===== src/rtl/booth_mult_pipe_if.sv =====
// Handshake and data bundle for booth_mult_pipe: operation request side and product side.
// The master modport belongs to the producer/consumer pair; the slave modport to the multiplier.
interface booth_mult_pipe_if #(
   parameter int unsigned WIDTH = 8,
   parameter int unsigned TAG_W = 4
);
   logic                 in_valid;
   logic                 in_ready;
   logic [WIDTH-1:0]     in_md;
   logic [WIDTH-1:0]     in_mr;
   logic                 in_tc;
   logic [TAG_W-1:0]     in_tag;
   logic                 out_valid;
   logic                 out_ready;
   logic [2*WIDTH-1:0]   out_product;
   logic [TAG_W-1:0]     out_tag;

   modport master (
      output in_valid, in_md, in_mr, in_tc, in_tag, out_ready,
      input  in_ready, out_valid, out_product, out_tag
   );

   modport slave (
      input  in_valid, in_md, in_mr, in_tc, in_tag, out_ready,
      output in_ready, out_valid, out_product, out_tag
   );
endinterface


===== src/rtl/booth_mult_pipe.sv =====
// Three-stage radix-4 Booth multiplier, signed/unsigned per operation, valid/ready on both sides.
// S1 captures operands, S2 holds shifted partial products, S3 holds the sum and drives the output.
module booth_mult_pipe #(
   parameter int unsigned WIDTH = 8,
   parameter int unsigned TAG_W = 4
) (
   input logic              clk,
   input logic              rst_n,
   booth_mult_pipe_if.slave bus
);
   // Partial products and sum are kept modulo 2^(2*WIDTH); higher bits never reach the output.
   localparam int PROD_W = 2 * WIDTH;
   localparam int NG     = WIDTH / 2 + 1;

   logic                 v1, v2, v3;
   logic                 load1, load2, load3;
   logic [WIDTH-1:0]     md1, mr1;
   logic                 tc1;
   logic [TAG_W-1:0]     tag1, tag2, tag3;
   logic [PROD_W-1:0]    md_ext;
   logic [WIDTH+2:0]     mr_ext;
   logic [PROD_W-1:0]    pp_d [NG];
   logic [PROD_W-1:0]    pp_q [NG];
   logic [PROD_W-1:0]    sum;
   logic [PROD_W-1:0]    prod3;

   function automatic logic [PROD_W-1:0] booth_pp(input logic [PROD_W-1:0] m,
                                                  input logic [2:0]        grp);
      case (grp)
         3'b001, 3'b010: booth_pp = m;
         3'b011:         booth_pp = m << 1;
         3'b100:         booth_pp = ~(m << 1) + PROD_W'(1);
         3'b101, 3'b110: booth_pp = ~m + PROD_W'(1);
         default:        booth_pp = '0;
      endcase
   endfunction

   // A stage loads when it is empty or its contents move on this cycle.
   assign load3 = !v3 || bus.out_ready;
   assign load2 = !v2 || load3;
   assign load1 = !v1 || load2;

   assign bus.in_ready    = load1;
   assign bus.out_valid   = v3;
   assign bus.out_product = prod3;
   assign bus.out_tag     = tag3;

   always_comb begin
      md_ext = {{WIDTH{tc1 & md1[WIDTH-1]}}, md1};
      // Two extension bits plus the implied zero below the LSB.
      mr_ext = {{2{tc1 & mr1[WIDTH-1]}}, mr1, 1'b0};
      for (int j = 0; j < NG; j++) begin
         pp_d[j] = booth_pp(md_ext, mr_ext[2*j +: 3]) << (2 * j);
      end
   end

   always_comb begin
      sum = '0;
      for (int j = 0; j < NG; j++) begin
         sum = sum + pp_q[j];
      end
   end

   always_ff @(posedge clk or negedge rst_n) begin
      if (!rst_n) begin
         v1    <= 1'b0;
         v2    <= 1'b0;
         v3    <= 1'b0;
         md1   <= '0;
         mr1   <= '0;
         tc1   <= 1'b0;
         tag1  <= '0;
         tag2  <= '0;
         tag3  <= '0;
         pp_q  <= '{default: '0};
         prod3 <= '0;
      end else begin
         if (load1) begin
            v1 <= bus.in_valid;
            if (bus.in_valid) begin
               md1  <= bus.in_md;
               mr1  <= bus.in_mr;
               tc1  <= bus.in_tc;
               tag1 <= bus.in_tag;
            end
         end
         if (load2) begin
            v2 <= v1;
            if (v1) begin
               pp_q <= pp_d;
               tag2 <= tag1;
            end
         end
         if (load3) begin
            v3 <= v2;
            if (v2) begin
               prod3 <= sum;
               tag3  <= tag2;
            end
         end
      end
   end
endmodule


===== src/flat_wrapper.sv =====
// flat-port wrapper written by rule: the top's interface ports become plain ports
module booth_mult_pipe_flat 
#(
   parameter int unsigned WIDTH = 8,
   parameter int unsigned TAG_W = 4
)
  (clk, rst_n, bus_in_valid, bus_in_md, bus_in_mr, bus_in_tc, bus_in_tag, bus_out_ready, bus_in_ready, bus_out_valid, bus_out_product, bus_out_tag);
  booth_mult_pipe_if #(.WIDTH(WIDTH), .TAG_W(TAG_W)) bus_i ();
  input logic clk;
  input logic rst_n;
  input wire logic [$bits(bus_i.in_valid)-1:0] bus_in_valid;
  input wire logic [$bits(bus_i.in_md)-1:0] bus_in_md;
  input wire logic [$bits(bus_i.in_mr)-1:0] bus_in_mr;
  input wire logic [$bits(bus_i.in_tc)-1:0] bus_in_tc;
  input wire logic [$bits(bus_i.in_tag)-1:0] bus_in_tag;
  input wire logic [$bits(bus_i.out_ready)-1:0] bus_out_ready;
  output wire logic [$bits(bus_i.in_ready)-1:0] bus_in_ready;
  output wire logic [$bits(bus_i.out_valid)-1:0] bus_out_valid;
  output wire logic [$bits(bus_i.out_product)-1:0] bus_out_product;
  output wire logic [$bits(bus_i.out_tag)-1:0] bus_out_tag;
  assign bus_i.in_valid = bus_in_valid;
  assign bus_i.in_md = bus_in_md;
  assign bus_i.in_mr = bus_in_mr;
  assign bus_i.in_tc = bus_in_tc;
  assign bus_i.in_tag = bus_in_tag;
  assign bus_i.out_ready = bus_out_ready;
  assign bus_in_ready = bus_i.in_ready;
  assign bus_out_valid = bus_i.out_valid;
  assign bus_out_product = bus_i.out_product;
  assign bus_out_tag = bus_i.out_tag;
  booth_mult_pipe #(.WIDTH(WIDTH), .TAG_W(TAG_W)) u_core (.clk(clk), .rst_n(rst_n), .bus(bus_i));
endmodule

===== config.mk =====
export PLATFORM = sky130hd
export DESIGN_NAME = booth_mult_pipe_flat
export DESIGN_NICKNAME = d
export VERILOG_FILES = /design/src/rtl/booth_mult_pipe_if.sv /design/src/rtl/booth_mult_pipe.sv /design/src/flat_wrapper.sv
export SDC_FILE = /design/constraint.sdc
export NUM_CORES = 1
export LEC_CHECK = 0
export CAP_MARGIN = 20
export CELL_PAD_IN_SITES_DETAIL_PLACEMENT = 0
export CELL_PAD_IN_SITES_GLOBAL_PLACEMENT = 2
export CORE_MARGIN = 1.5
export CORE_UTILIZATION = 35
export DETAILED_ROUTE_END_ITERATION = 7
export PLACE_DENSITY_LB_ADDON = 0.3
export SYNTH_ARGS = -nofsm -noshare
export SYNTH_HDL_FRONTEND = slang
export SYNTH_SLANG_ARGS = --single-unit

===== constraint.sdc =====
create_clock -name clk -period 5.1 [get_ports clk]
set_input_delay 0.51 -clock clk [delete_from_list [all_inputs] [get_ports clk]]
set_output_delay 0.51 -clock clk [all_outputs]
set_load 0.01 [all_outputs]

==> results.sh <==
export IMPL_status="complete, no violations"
export IMPL_p_seq_frac=0.267
export IMPL_postPlaceCellArea_um2=7480
export IMPL_antenna_cells=0
export IMPL_die_area_um2=20400
export IMPL_maxSlewViolCount=0
export IMPL_min_delay_path_class="input port to asynchronous set/reset pin"
export IMPL_yosys_most_used_dff="dfrtp_1"
export IMPL_fin_cells=1019
export IMPL_drt_pass1_iterations=5
export IMPL_required_ps=5360
export IMPL_p_sw_mw=2.17
export IMPL_final_period_utilization=0.712
export IMPL_worst_slew_pin_slew_ps=988
export IMPL_swShare=0.433
export IMPL_clock_path_buffers=2
export IMPL_postCtsResizedCells=0
export IMPL_syn_num_nets=811
export IMPL_fmax_mhz=275
export IMPL_ir_drop_uv=282
export IMPL_core_area_um2=19000
export IMPL_arrival_ps=3890
export IMPL_slew_headroom=0.342
export IMPL_syn_to_final_growth_pct=14.2
export IMPL_finalSetupTns_ps=0
export IMPL_drt_iter0_drc=418
export IMPL_ioPinCount=47
export IMPL_endpoint_kind="flop"
export IMPL_grt_max_degree=62
export IMPL_hold_viol=0
export IMPL_path_common_cell="inv_1"
export IMPL_power_frac_clock=0.145
export IMPL_nFillCells=1906
export IMPL_io_buffers=46
export IMPL_slowest_delay_ps=530
export IMPL_async_reset_ff_frac=1.00
export IMPL_h_tree_depth=3
export IMPL_fin_crit_ps=3630
export IMPL_ys_ff_latch=108
export IMPL_numClockSinks=108
export IMPL_die_w_um=143
export IMPL_grt_overflow_total=0
export IMPL_die_h_um=143
export IMPL_layout_common_cells="108 x dfrtp_1, 84 x nand2_1, 78 x inv_1"
export IMPL_drive_gt1_frac=0.0791
export IMPL_cts_made_buffers=9
export IMPL_slowest_stage="fa_1"
export IMPL_syn_area_per_cell_um2=9.26
export IMPL_num_rows=50
export IMPL_routed_wl_um=18100
export IMPL_syn_cell_area_um2=6830
export IMPL_cp_max_fo=4
export IMPL_rsz0062_at_grt="false"
export IMPL_cts_hold_fix_buffers=0
export IMPL_num_vias=5225
export IMPL_power_density_nw_per_um2=643
export IMPL_cp_cell_sequence="inv_1 -> fa_1 -> inv_1 -> fa_1 -> inv_1 -> fa_1 -> inv_1 -> ha_1 -> a21o_1 -> a21oi_1 -> a21boi_0 -> o21a_1 -> o21a_1 -> o31ai_1"
export IMPL_max_cap_viol_count=0
export IMPL_synth_top_area_frac=0.396
export IMPL_critPathLaunchType="flop"
export IMPL_postLayoutCellArea_um2=7800
export IMPL_skew_ps=9.53
export IMPL_detail_route_antenna_nets=0
export IMPL_ys_seq_area_frac=0.396
export IMPL_p_int_mw=2.85
export IMPL_drcViolationCount=0
export IMPL_fin_nets=827
export IMPL_root_buffer="clkbuf_16"
export IMPL_antenna_found_initial=0
export IMPL_fin_util=0.412
export IMPL_tritoncts="done"
export IMPL_synth_edf_count=0
export IMPL_wl_per_cell_um=17.7
export IMPL_dp_cells=1002
export IMPL_layout_commonest_cell="dfrtp_1"
export IMPL_synth_cell_types=51
export IMPL_post_cts_repair_setup_buffers=0
export IMPL_syn_inst=738
export IMPL_clk_pin_slew_ps=70
export IMPL_grt_usage=0.191
export IMPL_report_final_setup_viol=0
export IMPL_grt_pass1_wl_um=29900
export IMPL_ys_warn_count=0
export IMPL_via_per_inst=5.13
export IMPL_grt_pass1_vias=5392
export IMPL_dp_hpwl_um=13100
export IMPL_power_mw=5.02
export IMPL_synthTopCellsByArea="dfrtp_1 40%, fa_1 8.2%, mux2_2 5.6%, nand2_1 4.6%, o21ai_0 4.4%"
export IMPL_synth_top_cell_by_area="dfrtp_1"
export IMPL_crit_type="flop to flop"
export IMPL_p_leak_nw=3.54
export IMPL_start_util=0.360
export IMPL_power_frac_comb=0.588
export IMPL_routabilityCongestion=0.904
export IMPL_clk_latency_ps=360
## cells in the mapped netlist (all sizes together), types with 2 or more instances
cell type    n
clkbuf      40
dfrtp      108
nand3       22
or3          4
a211oi       4
o211a        2
ha          20
mux2        34
nand3b       3
a21boi       9
a211o        2
nor2        37
o21ai       60
and2         7
a21o        12
a22oi        7
xor2        12
a221o        5
a22o         2
a221oi      10
o21a         6
inv         78
xnor2       24
or2          2
mux2i        5
buf          7
nand2b      11
nor3         7
o21bai       2
o211ai       6
o31ai       10
a222oi       3
o22ai        9
a31oi        3
fa          28
a21oi       36
nor2b        7
nand2       84
## area by class of cell
type,count,area [µm²],area share
repair buffers,52,523,0.0670
well taps,260,325,0.0417
inverters,79,297,0.0380
clock inverters,6,71.3,0.00914
multi-input cells,504,3660,0.468
flip-flops and latches,108,2700,0.346
clock buffers,10,229,0.0293
## path summary, 6_finish.rpt
kind,end,startpoint,slack [ps],cells past startpoint
worst max-delay path,u_core.bus.out_product[13],u_core.pp_q[9],1470,14
worst min-delay path,u_core.bus.out_product[4],rst_n,240,1
worst max register to register,u_core.bus.out_product[13],u_core.pp_q[9],1470,14
worst min register to register,u_core.tag2[3],u_core.tag1[3],470,2
max in group asynchronous,u_core.tag1[0],rst_n,3730,2
min in group clk,u_core.tag2[3],u_core.tag1[3],470,2
## cells by family (layout without fill, tap and decap cells)
| logic type | count (synthesis) | after routing | synth area share |
|---|---|---|---|
| DFF | 108 | 108 | 0.396 |
| xor gates and xnor gates | 36 | 36 | 0.0461 |
| buffers and inverters | 126 | 147 | 0.0694 |
| and+or+nand+nor | 189 | 189 | 0.126 |
| adders and majority gates | 48 | 48 | 0.119 |
| AOI/OAI and AO/OA | 192 | 192 | 0.181 |
| muxes | 39 | 39 | 0.0634 |
## power groups by stage
stage / Sequential [mW] / Combinational, mW / Clock, mW
floorplan: 1.28 / 2.24 / 0
global placement: 1.35 / 2.92 / 0
detailed placement: 1.36 / 2.96 / 0
CTS: 1.34 / 2.98 / 0.755
global route: 1.38 / 3.38 / 0.786
finish: 1.34 / 2.95 / 0.727
## routing by layer
metal	share of wire	track usage
met1	0.49	0.270
met2	0.46	0.297
met3	0.042	0.0355
met4	0.013	0.0575
met5	0	0
## sequential cells by signal (all words and copies together), names as in the netlist
register                cells
u_core.pp_q                60
u_core.bus.out_product     16
u_core.md1                  8
u_core.mr1                  8
u_core.bus.out_tag          4
u_core.tag1                 4
u_core.tag2                 4
u_core.bus.out_valid        1
u_core.tc1                  1
u_core.v1                   1
u_core.v2                   1
## stage by stage
stage,hold slack [ps],setup slack [ps]
floorplan,214,1690
global placement,453,1500
detailed placement,459,1470
CTS,281,1460
global route,304,1250
finish,236,1470
## worst max-delay path: cells and delay by family, from the launching register on
family	cells	cell delay, ps
adder cells (fa/ha/maj)	4	1850
AO/OA/AOI/OAI	6	1150
flip-flops	1	330
buffers and inverters	4	200
Note: power is estimated with default switching activity, not from simulation.
==> RTL edit (same settings) <==
`TAG_W` is set to 4 in 3 places; all go to 6.
--- a/src/rtl/booth_mult_pipe_if.sv
+++ b/src/rtl/booth_mult_pipe_if.sv
@@ -4,3 +4,3 @@
    parameter int unsigned WIDTH = 8,
-   parameter int unsigned TAG_W = 4
+   parameter int unsigned TAG_W = 6
 );
--- a/src/rtl/booth_mult_pipe.sv
+++ b/src/rtl/booth_mult_pipe.sv
@@ -4,3 +4,3 @@
    parameter int unsigned WIDTH = 8,
-   parameter int unsigned TAG_W = 4
+   parameter int unsigned TAG_W = 6
 ) (
--- a/src/flat_wrapper.sv
+++ b/src/flat_wrapper.sv
@@ -4,3 +4,3 @@
    parameter int unsigned WIDTH = 8,
-   parameter int unsigned TAG_W = 4
+   parameter int unsigned TAG_W = 6
 )
Interface: changed (resized bus_in_tag and bus_out_tag); port bits go from 47 to 51. The function was not compared with the original's and may differ.
==> RTL edit against the original RTL <==
- maximum frequency decreased by 3.0%
- critical endpoint is now u_core.bus.out_product[15]
- hold slack worse by 0.031 ns
- cell area rose by 11%
- power grew 17%
- synthesized area increased by 8.2%
- wire length grew 15%
- critical path type unchanged
- count of clock-buffer cells in the layout grew 8
- sequential cell count increased by 6
- via count rose by 12%
- worst setup slack lost 0.11 ns
- combinational power is 9.5% higher
==> RTL edit: results (changes against the original RTL) <==
| Metric | Value |
|---|---|
| Run status | `complete, no violations` |
| Reg2reg setup slack | `1.36 ns (-0.11 ns)` |
| Arr. time, crit path | `4.02 ns (+0.13 ns)` |
| Worst hold slack | `0.2051 ns (-0.03116 ns)` |
| Input/output buffers | `50 (+8.7%)` |
| Global-route met1 utilization | `0.2819 (+0.01169)` |
| R2r startpoint | `u_core.pp_q[9]` |
| Synthesized area per cell | `9.320 um2 (+0.66%)` |
| First-pass GRT wire length | `33890 um (+13%)` |
| Pre-Repair DR Iteration Count | `8 (+3)` |
| Peak VDD IR | `424.7 uV (+50%)` |
| Vias in the first global route | `6012 (+11%)` |
| Non-filler cells, final | `1097 (+7.7%)` |
| Area contributors post-synth | `dfrtp_1 (39%), fa_1 (7.6%), mux2_2 (5.8%)` |
| Max FFs per register | `60 (unchanged)` |
| GP Congestion | `0.8538 (-5.5%)` |
| # nets final | `889 (+7.5%)` |
| Vias/cell | `5.345 (+4.2%)` |
| Starting DRT DRC Count | `322 (-23%)` |
| Worst-Skew Late Latency | `0.43 ns (+0.07 ns)` |
| Sw frac | `0.4290 (-0.003926)` |
| GRT met2 Usage | `0.3133 (+0.01669)` |
| Largest net degree at the start of global routing | `66 (+6.5%)` |
| Reg2reg end | `u_core.bus.out_product[15]` |
| GR Layer Usage met3 | `0.02945 (-0.006099)` |
| Leak pwr | `0.003836 uW (+8.3%)` |
| Netlist cell types | `72 (+41%)` |
| Fraction of layout cells with a size suffix above 1 | `0.1221 (+0.04308)` |
| Clock skew | `0.008275 ns (-0.001258 ns)` |
| CTS HTree Levels | `4 (+1)` |
| Initial antenna violation count | `0 (unchanged)` |
| Synth top cells by count | `dfrtp_1 (114), inv_1 (85), nand2_1 (74), o21ai_0 (56), clkbuf_1 (43)` |
| Num CTS Buffers | `17 (+8)` |
| GRT Total Usage | `0.1999 (+0.008959)` |
| GR peak layer | `met2` |
| Ys flop type | `dfrtp_1` |
| Net Count, Synth | `868 (+7.0%)` |
| Total routed wirelength | `20710 um (+15%)` |
| Max_slew headroom | `0.3249 (-0.01668)` |
| DP HPWL | `14770 um (+13%)` |
| Worst R2R Path Depth | `13 (-1)` |
| Seq/Total Area, Yosys | `0.3860 (-0.009549)` |
| Layout fillers | `2060 (+8.1%)` |
[RTL edit: final cells by class]
type                            count  area, um2  area share
Clock buffer                       18      439.2     0.05058
Multi-Input combinational cell    537       3996      0.4602
Clock inverter                     14      155.1     0.01787
Inverter                           85      319.1     0.03674
Timing Repair Buffer               59      583.1     0.06715
Sequential cell                   114       2853      0.3285
Tap cell                          270      337.8     0.03890
[RTL edit: routing by layer]
| metal | vias to the layer above | part of all wire |
|---|---|---|
| met4 | 0 | 0.019 |
| met2 | 125 | 0.46 |
| met1 | 2904 | 0.49 |
| met3 | 28 | 0.028 |
| met5 | - | 0 |
| li1 | 2806 | - |
[RTL edit: metrics by stage]
stage                     cell area [um2]  worst slack, ns
final                                8683            1.356
after global routing                 8683            1.173
after CTS                            8656            1.338
after detailed placement             8061            1.351
after global placement               8056            1.417
after floorplan                      7391            1.542
[RTL edit: worst max path at each step]
stage / to / start / cells past startpoint
finish: u_core.bus.out_product[15] / u_core.pp_q[9] / 13
global route: u_core.bus.out_product[15] / u_core.pp_q[25] / 13
CTS: u_core.bus.out_product[15] / u_core.pp_q[9] / 13
detailed placement: u_core.bus.out_product[15] / u_core.pp_q[9] / 13
global placement: u_core.bus.out_product[15] / u_core.pp_q[9] / 13
floorplan: u_core.bus.out_product[15] / u_core.pp_q[9] / 13
[RTL edit: cell families (layout without fill, tap and decap cells)]
kind of cell | Yosys count | count (layout) | share of synthesized area
muxes | 43 | 43 | 0.06467
xor gates and xnor gates | 33 | 33 | 0.03911
AOI/OAI and AO/OA | 211 | 211 | 0.1888
adders and majority gates | 48 | 48 | 0.1097
and+or+nand+nor | 202 | 202 | 0.1381
DFF | 114 | 114 | 0.3860
buffers and inverters | 142 | 176 | 0.07364
[RTL edit: power by group through the flow]
stage	Sequential [uW]	Clock [uW]	Combinational [uW]
6_report	1440	1210	3230
5_1_grt	1480	1280	3720
4_1_cts	1440	1240	3270
3_5_place_dp	1450	0	3250
3_3_place_gp	1440	0	3210
2_1_floorplan	1360	0	2410
